**src/rtl/button_event_fifo.sv**
```systemverilog
// Debounces four game buttons and queues colour press events for CPU readout over MMIO.
// Define BTN_RELEASE_EV_EN to also queue release events (bit 0 = 0).
module button_event_fifo #(
    parameter int unsigned DEBOUNCE_CYCLES = 500000,
    parameter int unsigned DEPTH           = 8
) (
    input  logic                   clock,
    input  logic                   reset,
    input  logic                   red_button,
    input  logic                   blue_button,
    input  logic                   green_button,
    input  logic                   yellow_button,
    input  logic                   rd_en,
    output logic [31:0]            rd_data,
    output logic [$clog2(DEPTH):0] count,
    output logic [3:0]             btn_level
);

    localparam int unsigned PtrW = $clog2(DEPTH);
    localparam int unsigned CntW = (DEBOUNCE_CYCLES > 1) ? $clog2(DEBOUNCE_CYCLES) : 1;
    localparam logic [CntW-1:0] CntMax = CntW'(DEBOUNCE_CYCLES - 1);
    localparam logic [PtrW:0]   Full   = (PtrW + 1)'(DEPTH);

    logic [3:0] raw;
    logic [3:0] sync1_q, sync2_q;
    logic [3:0] stable_q, stable_d;
    logic [3:0] prev_q;
    logic [3:0] pend_q, pend_d;
    logic [3:0] rise;
    logic [3:0] grant_p;
    logic [CntW-1:0] cnt_q [4];
    logic [CntW-1:0] cnt_d [4];

    logic            push_req, push_press, push_ok, pop, drop, full;
    logic [1:0]      push_col;
    logic            rd_en_q;
    logic            ovf_q, ovf_d;
    logic [PtrW-1:0] wptr_q, wptr_d, rptr_q, rptr_d;
    logic [PtrW:0]   count_q, count_d;
    logic [2:0]      mem_q [DEPTH];

`ifdef BTN_RELEASE_EV_EN
    logic [3:0] rel_q, rel_d;
    logic [3:0] fall;
    logic [3:0] grant_r;
`endif

    // Bit index is the colour code: 0 red, 1 blue, 2 green, 3 yellow.
    assign raw = {yellow_button, green_button, blue_button, red_button};

    always_comb begin
        stable_d = stable_q;
        cnt_d    = cnt_q;
        for (int i = 0; i < 4; i++) begin
            if (sync2_q[i] == stable_q[i]) begin
                cnt_d[i] = '0;
            end else if (cnt_q[i] == CntMax) begin
                stable_d[i] = ~stable_q[i];
                cnt_d[i]    = '0;
            end else begin
                cnt_d[i] = cnt_q[i] + CntW'(1);
            end
        end
    end

    // Edges come from the registered level so the pending bit lands one cycle after the flip.
    assign rise = stable_q & ~prev_q;

    always_comb begin
        push_req   = 1'b0;
        push_col   = 2'b00;
        push_press = 1'b1;
        grant_p    = '0;
`ifdef BTN_RELEASE_EV_EN
        grant_r    = '0;
`endif
        for (int i = 3; i >= 0; i--) begin
            if (pend_q[i]) begin
                push_req = 1'b1;
                push_col = 2'(i);
            end
        end
`ifdef BTN_RELEASE_EV_EN
        if (!push_req) begin
            for (int i = 3; i >= 0; i--) begin
                if (rel_q[i]) begin
                    push_req   = 1'b1;
                    push_col   = 2'(i);
                    push_press = 1'b0;
                end
            end
        end
        if (push_req && !push_press) begin
            grant_r[push_col] = 1'b1;
        end
`endif
        if (push_req && push_press) begin
            grant_p[push_col] = 1'b1;
        end
    end

`ifdef BTN_RELEASE_EV_EN
    assign fall  = ~stable_q & prev_q;
    assign rel_d = (rel_q & ~grant_r) | fall;
`endif

    // A dropped event still consumes its pending bit.
    assign pend_d  = (pend_q & ~grant_p) | rise;
    assign full    = (count_q == Full);
    assign pop     = rd_en & ~rd_en_q & (count_q != '0);
    assign push_ok = push_req & (~full | pop);
    assign drop    = push_req & full & ~pop;

    always_comb begin
        ovf_d   = ovf_q;
        count_d = count_q;
        wptr_d  = wptr_q;
        rptr_d  = rptr_q;
        if (pop) begin
            ovf_d  = 1'b0;
            rptr_d = rptr_q + PtrW'(1);
        end else if (drop) begin
            ovf_d = 1'b1;
        end
        if (push_ok) begin
            wptr_d = wptr_q + PtrW'(1);
        end
        if (push_ok && !pop) begin
            count_d = count_q + (PtrW + 1)'(1);
        end else if (pop && !push_ok) begin
            count_d = count_q - (PtrW + 1)'(1);
        end
    end

    always_ff @(posedge clock) begin
        if (reset) begin
            sync1_q  <= '0;
            sync2_q  <= '0;
            stable_q <= '0;
            prev_q   <= '0;
            pend_q   <= '0;
            cnt_q    <= '{default: '0};
            rd_en_q  <= 1'b0;
            ovf_q    <= 1'b0;
            wptr_q   <= '0;
            rptr_q   <= '0;
            count_q  <= '0;
`ifdef BTN_RELEASE_EV_EN
            rel_q    <= '0;
`endif
        end else begin
            sync1_q  <= raw;
            sync2_q  <= sync1_q;
            stable_q <= stable_d;
            prev_q   <= stable_q;
            pend_q   <= pend_d;
            cnt_q    <= cnt_d;
            rd_en_q  <= rd_en;
            ovf_q    <= ovf_d;
            wptr_q   <= wptr_d;
            rptr_q   <= rptr_d;
            count_q  <= count_d;
`ifdef BTN_RELEASE_EV_EN
            rel_q    <= rel_d;
`endif
        end
    end

    // Storage needs no reset; it is only visible through a non-zero count.
    always_ff @(posedge clock) begin
        if (push_ok) begin
            mem_q[wptr_q] <= {push_col, push_press};
        end
    end

    always_comb begin
        rd_data = '0;
        if (count_q != '0) begin
            rd_data = {1'b1, ovf_q, 27'b0, mem_q[rptr_q]};
        end
    end

    assign count     = count_q;
    assign btn_level = stable_q;

endmodule

```
**config.mk**
```make
export PLATFORM = sky130hd
export DESIGN_NAME = button_event_fifo
export DESIGN_NICKNAME = d
export VERILOG_FILES = /design/src/rtl/button_event_fifo.sv
export SDC_FILE = /design/constraint.sdc
export NUM_CORES = 1
export LEC_CHECK = 0
export CORE_MARGIN = 2
export CORE_UTILIZATION = 48
export DETAILED_ROUTE_END_ITERATION = 8
export DONT_BUFFER_PORTS = 1
export PLACE_DENSITY = 0.64
export SETUP_SLACK_MARGIN = 0.4
export SYNTH_ARGS = -nofsm -noshare
export SYNTH_HDL_FRONTEND = slang
export SYNTH_SLANG_ARGS = --single-unit
```
**constraint.sdc**
```tcl
create_clock -name clock -period 3.8 [get_ports clock]
set_input_delay 0.57 -clock clock [delete_from_list [all_inputs] [get_ports clock]]
set_output_delay 0.57 -clock clock [all_outputs]
set_load 0.005 [all_outputs]
```
Yosys cells after proc, flatten, opt, wreduce, memory -nomap -nowiden
Memories as Yosys holds them, arrays and structs flattened. A register that Yosys moved wholly into a read port is not among the register bits.
Index checks and enable logic that the tools add are counted.
{"block": "word_totals", "reg_bits": 108, "latchBits": 0, "mem_bits_rw": 16, "rom_bits": 0, "out_inout_bits": 40, "word_cells": 93, "mem_count": 1}
{"block": "op_classes", "n_addsub": 8, "mul": 0, "div_mod_pow": 0, "n_lt_le_gt_ge": 2, "n_eq_ne": 9, "shifts": 0, "mux": 18, "bitwise": 22, "n_reduce_logical": 16}
{"memory": "mem_q", "words": 8, "width": 2, "read_ports": 1, "rd_clocked_by_memory_dff": 1, "write_ports": 1, "line_no": "40", "source": "logic [2:0] mem_q [DEPTH];"}
{"cell": "$add A19 B1 Y19 const B", "count": 4}
{"cell": "$eq A19 B19 Y1 const B", "count": 4}
{"cell": "$mux W32", "count": 1}
{"cell": "$mux W4", "count": 3}
{"cell": "$reduce_or A3 Y1", "count": 4}
{"cell": "$not A1 Y1", "count": 11}
{"cell": "$and A4 B4 Y4", "count": 2}
{"cell": "$mux W2", "count": 4}
{"cell": "$not A4 Y4", "count": 2}
{"cell": "$reduce_and A2 Y1", "count": 4}
{"cell": "$mux W1", "count": 7}
{"cell": "$add A3 B1 Y3 const B", "count": 2}
{"cell": "$mux W3", "count": 2}
{"cell": "$and A1 B1 Y1", "count": 5}
{"cell": "$add A4 B1 Y4 const B", "count": 1}
{"cell": "$eq A1 B1 Y1", "count": 4}
{"cell": "$eq A4 B4 Y1 const B", "count": 1}
{"cell": "$or A4 B4 Y4", "count": 1}
{"cell": "$reduce_bool A4 Y1", "count": 1}
{"cell": "$sub A4 B1 Y4 const B", "count": 1}
{"cell": "$logic_and A1 B1 Y1", "count": 3}
{"cell": "$lt A2 B3 Y1 const B", "count": 1}
{"cell": "$demux W1 S2", "count": 1}
{"cell": "$ge A2 B1 Y1 const B", "count": 1}
{"cell": "other kinds (4)", "count": 5}

Logic depth before layout (Yosys ltp)
{"block": "logic_depth", "depth_word": 12, "depth_mapped": 10}

Worst setup path before layout
Ideal clock, no wire load.
{"block": "synth_timing", "kind": "register to register", "startpoint": "register count_q[0] (netlist: count[0])", "endpoint": "register count_q[3] (netlist: count[3])", "setup_ps": 121, "arrival_time_ps": 2614, "required_time_ps": 3679, "setup_slack_ps": 1065, "path_stages_with_launch": 11, "path_buffers": 0, "synth_period_minus_slack_ps": 2735, "cell_sequence": "dfxtp_1 nor4_1 nor2_1 inv_1 ha_1 inv_1 ha_1 a21o_1 a21oi_1 mux2i_1 mux2_2"}
{"block": "synth_via", "elab_chain_cells": 7, "elab_cells_between_ends": 15, "classes_between": "add/sub: 2; eq/ne: 1; mux: 2; bitwise: 4; reduce/logical: 6"}
{"element": "start, declared", "line_no": "39", "source": "logic [PtrW:0] count_q, count_d;"}
{"element": "start signal, assigned", "line_no": "162", "source": "count_q <= count_d;"}
{"element": "$reduce_bool A4 Y1 or $eq A4 B4 Y1 (tied branches)", "line_no": "110, 109"}
{"element": "$and A1 B1 Y1 or $not A1 Y1 (tied branches)", "line_no": "110, 111"}
{"element": "$or A1 B1 Y1", "line_no": "111", "source": "assign push_ok = push_req & (~full | pop);"}
{"element": "$and A1 B1 Y1", "line_no": "111"}
{"element": "$logic_not A1 Y1", "line_no": "130", "source": "end else if (pop && !push_ok) begin"}
{"element": "$logic_and A1 B1 Y1", "line_no": "130"}
{"element": "$reduce_bool A2 Y1 (no source line)"}
Parallel ways exist; a longest one is shown, timed or not. The select of a mux whose other input is x is not followed.
A chain may end at the register's enable or synchronous reset.

Final worst setup path
{"block": "layout_timing", "startpoint": "register count_q[0] (netlist: count[0])", "endpoint": "register count_q[3] (netlist: count[3])"}
{"block": "layout_via", "elab_chain_cells": 7, "elab_cells_between_ends": 15, "classes_between": "add/sub: 2; eq/ne: 1; mux: 2; bitwise: 4; reduce/logical: 6"}
{"element": "$reduce_bool A4 Y1 or $eq A4 B4 Y1 (tied branches)", "line_no": "110, 109"}
{"element": "$and A1 B1 Y1 or $not A1 Y1 (tied branches)", "line_no": "110, 111"}
{"element": "$or A1 B1 Y1 (*)", "line_no": "111"}
{"element": "$and A1 B1 Y1 (*)", "line_no": "111"}
{"element": "named net push_ok", "line_no": "34", "source": "logic push_req, push_press, push_ok, pop, drop, full;"}
{"element": "$logic_not A1 Y1", "line_no": "130"}
{"element": "$logic_and A1 B1 Y1", "line_no": "130"}
{"element": "$reduce_bool A2 Y1 (no source line)"}
Mark *: on every way through the listed nets, which the timed path passes. The rest lies on a longest branch. The select of a mux whose other input is x is not followed.

==> flow_metrics.tcl <==
set metrics [dict create \
    worst_pin_slew_ns 0.802 \
    grt_max_degree 38 \
    rsz0062_at_grt "false" \
    reg2reg_slack_ns 1.0 \
    final_cells 744 \
    startpoint "count[0]" \
    criticalPathCategory "flip-flop to flip-flop" \
    power.density_nw_per_um2 523 \
    finalSetupTns_ns 0 \
    final.period_utilization 0.738 \
    final_nets 606 \
    ctsLongestPathBuffers 2 \
    ys_ff_latch 127 \
    grt_antenna_before_repair 0 \
    worstSkewPairLatency_ns 0.41 \
    cts_resized 0 \
    num_antenna_cells 0 \
    synth_xor_area_frac 0.0935 \
    die_area_sq_um 12600 \
    dieHeight_um 112 \
    layout-drive-gt1-share 0.0749 \
    yosysTopAreaCell "dfxtp_1" \
    post_dp_cell_area_sq_um 5630 \
    finalCriticalPeriod_ns 2.80 \
    synthMuxAreaShare 0.0287 \
    hold_depth 1 \
    maxSlewHeadroom 0.461 \
    multi_input_area_sq_um 2680 \
    critPathLaunchType "flip-flop" \
    setup_viol 0 \
    via_per_inst 5.23 \
    fmax_mhz 357 \
    num_rows 39 \
    initial_core_util 0.492 \
    yosys-top-cells-area "dfxtp_1 40%, edfxtp_1 8.5%, nor2_1 5.6%" \
    place_inst 713 \
    synth_cells 585 \
    fillCellCount 1031 \
    synth_top_family_by_area "simple AND/OR/NAND/NOR gates" \
    clkTransAtPathRegs_ns 0.05 \
    drc 0 \
    path_max_fanout 7 \
    synth_adder_area_share 0.0236 \
    grt_pass1_vias 3679 \
    wirelength_mm 9.67 \
    synth_compound_area_frac 0.0630 \
    overflow 0 \
    numCtsBuffers 17 \
    core_sq_um 11400 \
    yosysTopAreaCellShare 0.395 \
    ant_nets 0 \
    arrival_ns 3.10 \
    area_growth_pct 10.2 \
    finalHoldViolations 0 \
    leakage_nw 2.05 \
    status "completed" \
    cts_tree "built" \
    regArea_sq_um 2700 \
    drtIter0Drc 205 \
    yosysSeqAreaShare 0.481 \
    gp_congestion 0.781 \
    worst_hold_startpoint "reset" \
    cp.required_ns 4.10 \
    synth-simple-area-share 0.249 \
    skew_ns 0.00641 \
    num_vias 3890 \
    whs_ns 0.227 \
    regToRegStartpoint "count[0]" \
    synth_cell_types 51 \
    htree_levels 4 \
    holdBufCountCts 0 \
    chipWidth_um 112 \
    worstSetupEndpointType "flip-flop" \
    synth.avg_cell_area_sq_um 9.61 \
    grt_pass1_wl_mm 16.6 \
    portBuffers 0 \
    report.final.slew_viol_count 0 \
    post_drt_wl_per_cell_um 13.0 \
    design_area_sq_um 6190 \
    timing.rr.end "count[3]" \
    post-route-util 0.543 \
    drt-pass1-iter-count 4 \
    yosysMostFrequentCell "dfxtp_1" \
    async_reset_ff_frac 0 \
    hold_class "primary input to flip-flop" \
    cap_violations 0 \
    ioPinCount 47 \
    ys_warn_count 0 \
    cts_setup_buffers 0 \
    ys.flop_type "dfxtp_1" \
    synth.cell_area_sq_um 5620 \
    reg2regPathDepth 9 \
    clockRootBuffer "clkbuf_16" \
    grt_use_total 0.164 \
    synthTopCellsByCount "111 x dfxtp_1, 84 x nor2_1, 35 x xor2_1, 28 x buf_4, 27 x a21oi_1" \
    hold_end "btn_level[2]" \
    synth_edf_count 16 \
    cts_sinks 127 \
    vdd.ir_drop.worst_v 0.000523 \
    dpl.hpwl_mm 6.55 \
]
==> sequential cells by signal, summed over array words and instances (netlist names), 3 cells and up, named ones only <==
name,count
count,4
prev_q,4
cnt_q,76
mem_q,16
btn_level,4
sync1_q,4
wptr_q,3
sync2_q,4
pend_q,4
rptr_q,3
==> cell families (layout without fill, tap and decap cells) <==
family | after synthesis | count (layout)
fa+ha+maj | 10 | 10
xor+xnor | 60 | 60
mux | 11 | 11
other cells | 1 | 27
buf+inv | 59 | 49
compound gates | 58 | 58
flops | 127 | 127
simple gates | 259 | 259
==> per-layer routing <==
layer	wire (um)	global-route usage	share of wire	vias to the layer above
li1	-	-	-	2008
met5	0	0	0	-
met1	4550	0.196	0.47	1812
met2	4600	0.270	0.48	62
met4	91	0.0610	0.0094	0
met3	425	0.0621	0.044	8
==> report_power, final <==
part	leakage (nW)	internal, mW	switching, mW	total [mW]
Sequential	1.04	1.39	0.0537	1.45
Combinational	0.723	0.140	0.140	0.280
Clock	0.279	0.977	0.538	1.51
==> area by class of cell <==
cell class | count | share of cell area
well taps | 143 | 0.0289
flip-flops and latches | 127 | 0.436
clock inverters | 6 | 0.00929
clock buffers | 25 | 0.0816
multi-input cells | 425 | 0.432
repair buffers | 2 | 0.00242
inverters | 16 | 0.00970
==> worst max path at each step <==
| stage | endpoint | slack, ns | cells past startpoint |
|---|---|---|---|
| 2_1_floorplan | count[3] | 1.07 | 10 |
| 3_3_place_gp | count[3] | 1.05 | 9 |
| 3_5_place_dp | count[3] | 0.98 | 9 |
| 4_1_cts | count[3] | 1.00 | 9 |
| 5_1_grt | count[3] | 0.78 | 9 |
| 6_report | count[3] | 1.0 | 9 |
==> layout by cell type (no fill, tap or decap), types with 5 or more instances in the layout <==
cell type  netlist  final
or3_1           13     13
edfxtp_1        16     16
a21oi_1         27     27
xnor2_1         25     25
xor2_1          35     35
nor3_1           8      8
mux2i_1          6      6
ha_1             9      9
o21ai_0         14     14
nand2_1         25     25
nor2_1          84     84
and4_1          10     10
inv_1           16     16
conb_1           1     27
nor2b_1         16     16
clkbuf_8         0      5
nor4_1          11     11
nand3_1         24     24
dfxtp_1        111    111
nand4_1         24     24
or4_1            6      6
nand2b_1         9      9
nor3b_1          7      7
clkbuf_16        0     17
o31ai_1          6      6
==> critical path, cell delays in order (launching register included) <==
cell and delay, ns:
dfxtp_1 0.48, nor3_1 0.12, a31oi_1 0.52, ha_1 0.28, inv_1 0.10, ha_1 0.29
a21o_1 0.18, a21oi_1 0.17, mux2i_1 0.21, mux2_2 0.34
==> metrics by stage <==
stage | setup slack, ns | power [mW]
finish | 0.995 | 3.24
global route | 0.777 | 3.40
CTS | 1.00 | 3.28
detailed placement | 0.976 | 1.76
global placement | 1.05 | 1.75
floorplan | 1.07 | 1.74
Power figures use the tool's default switching activity.
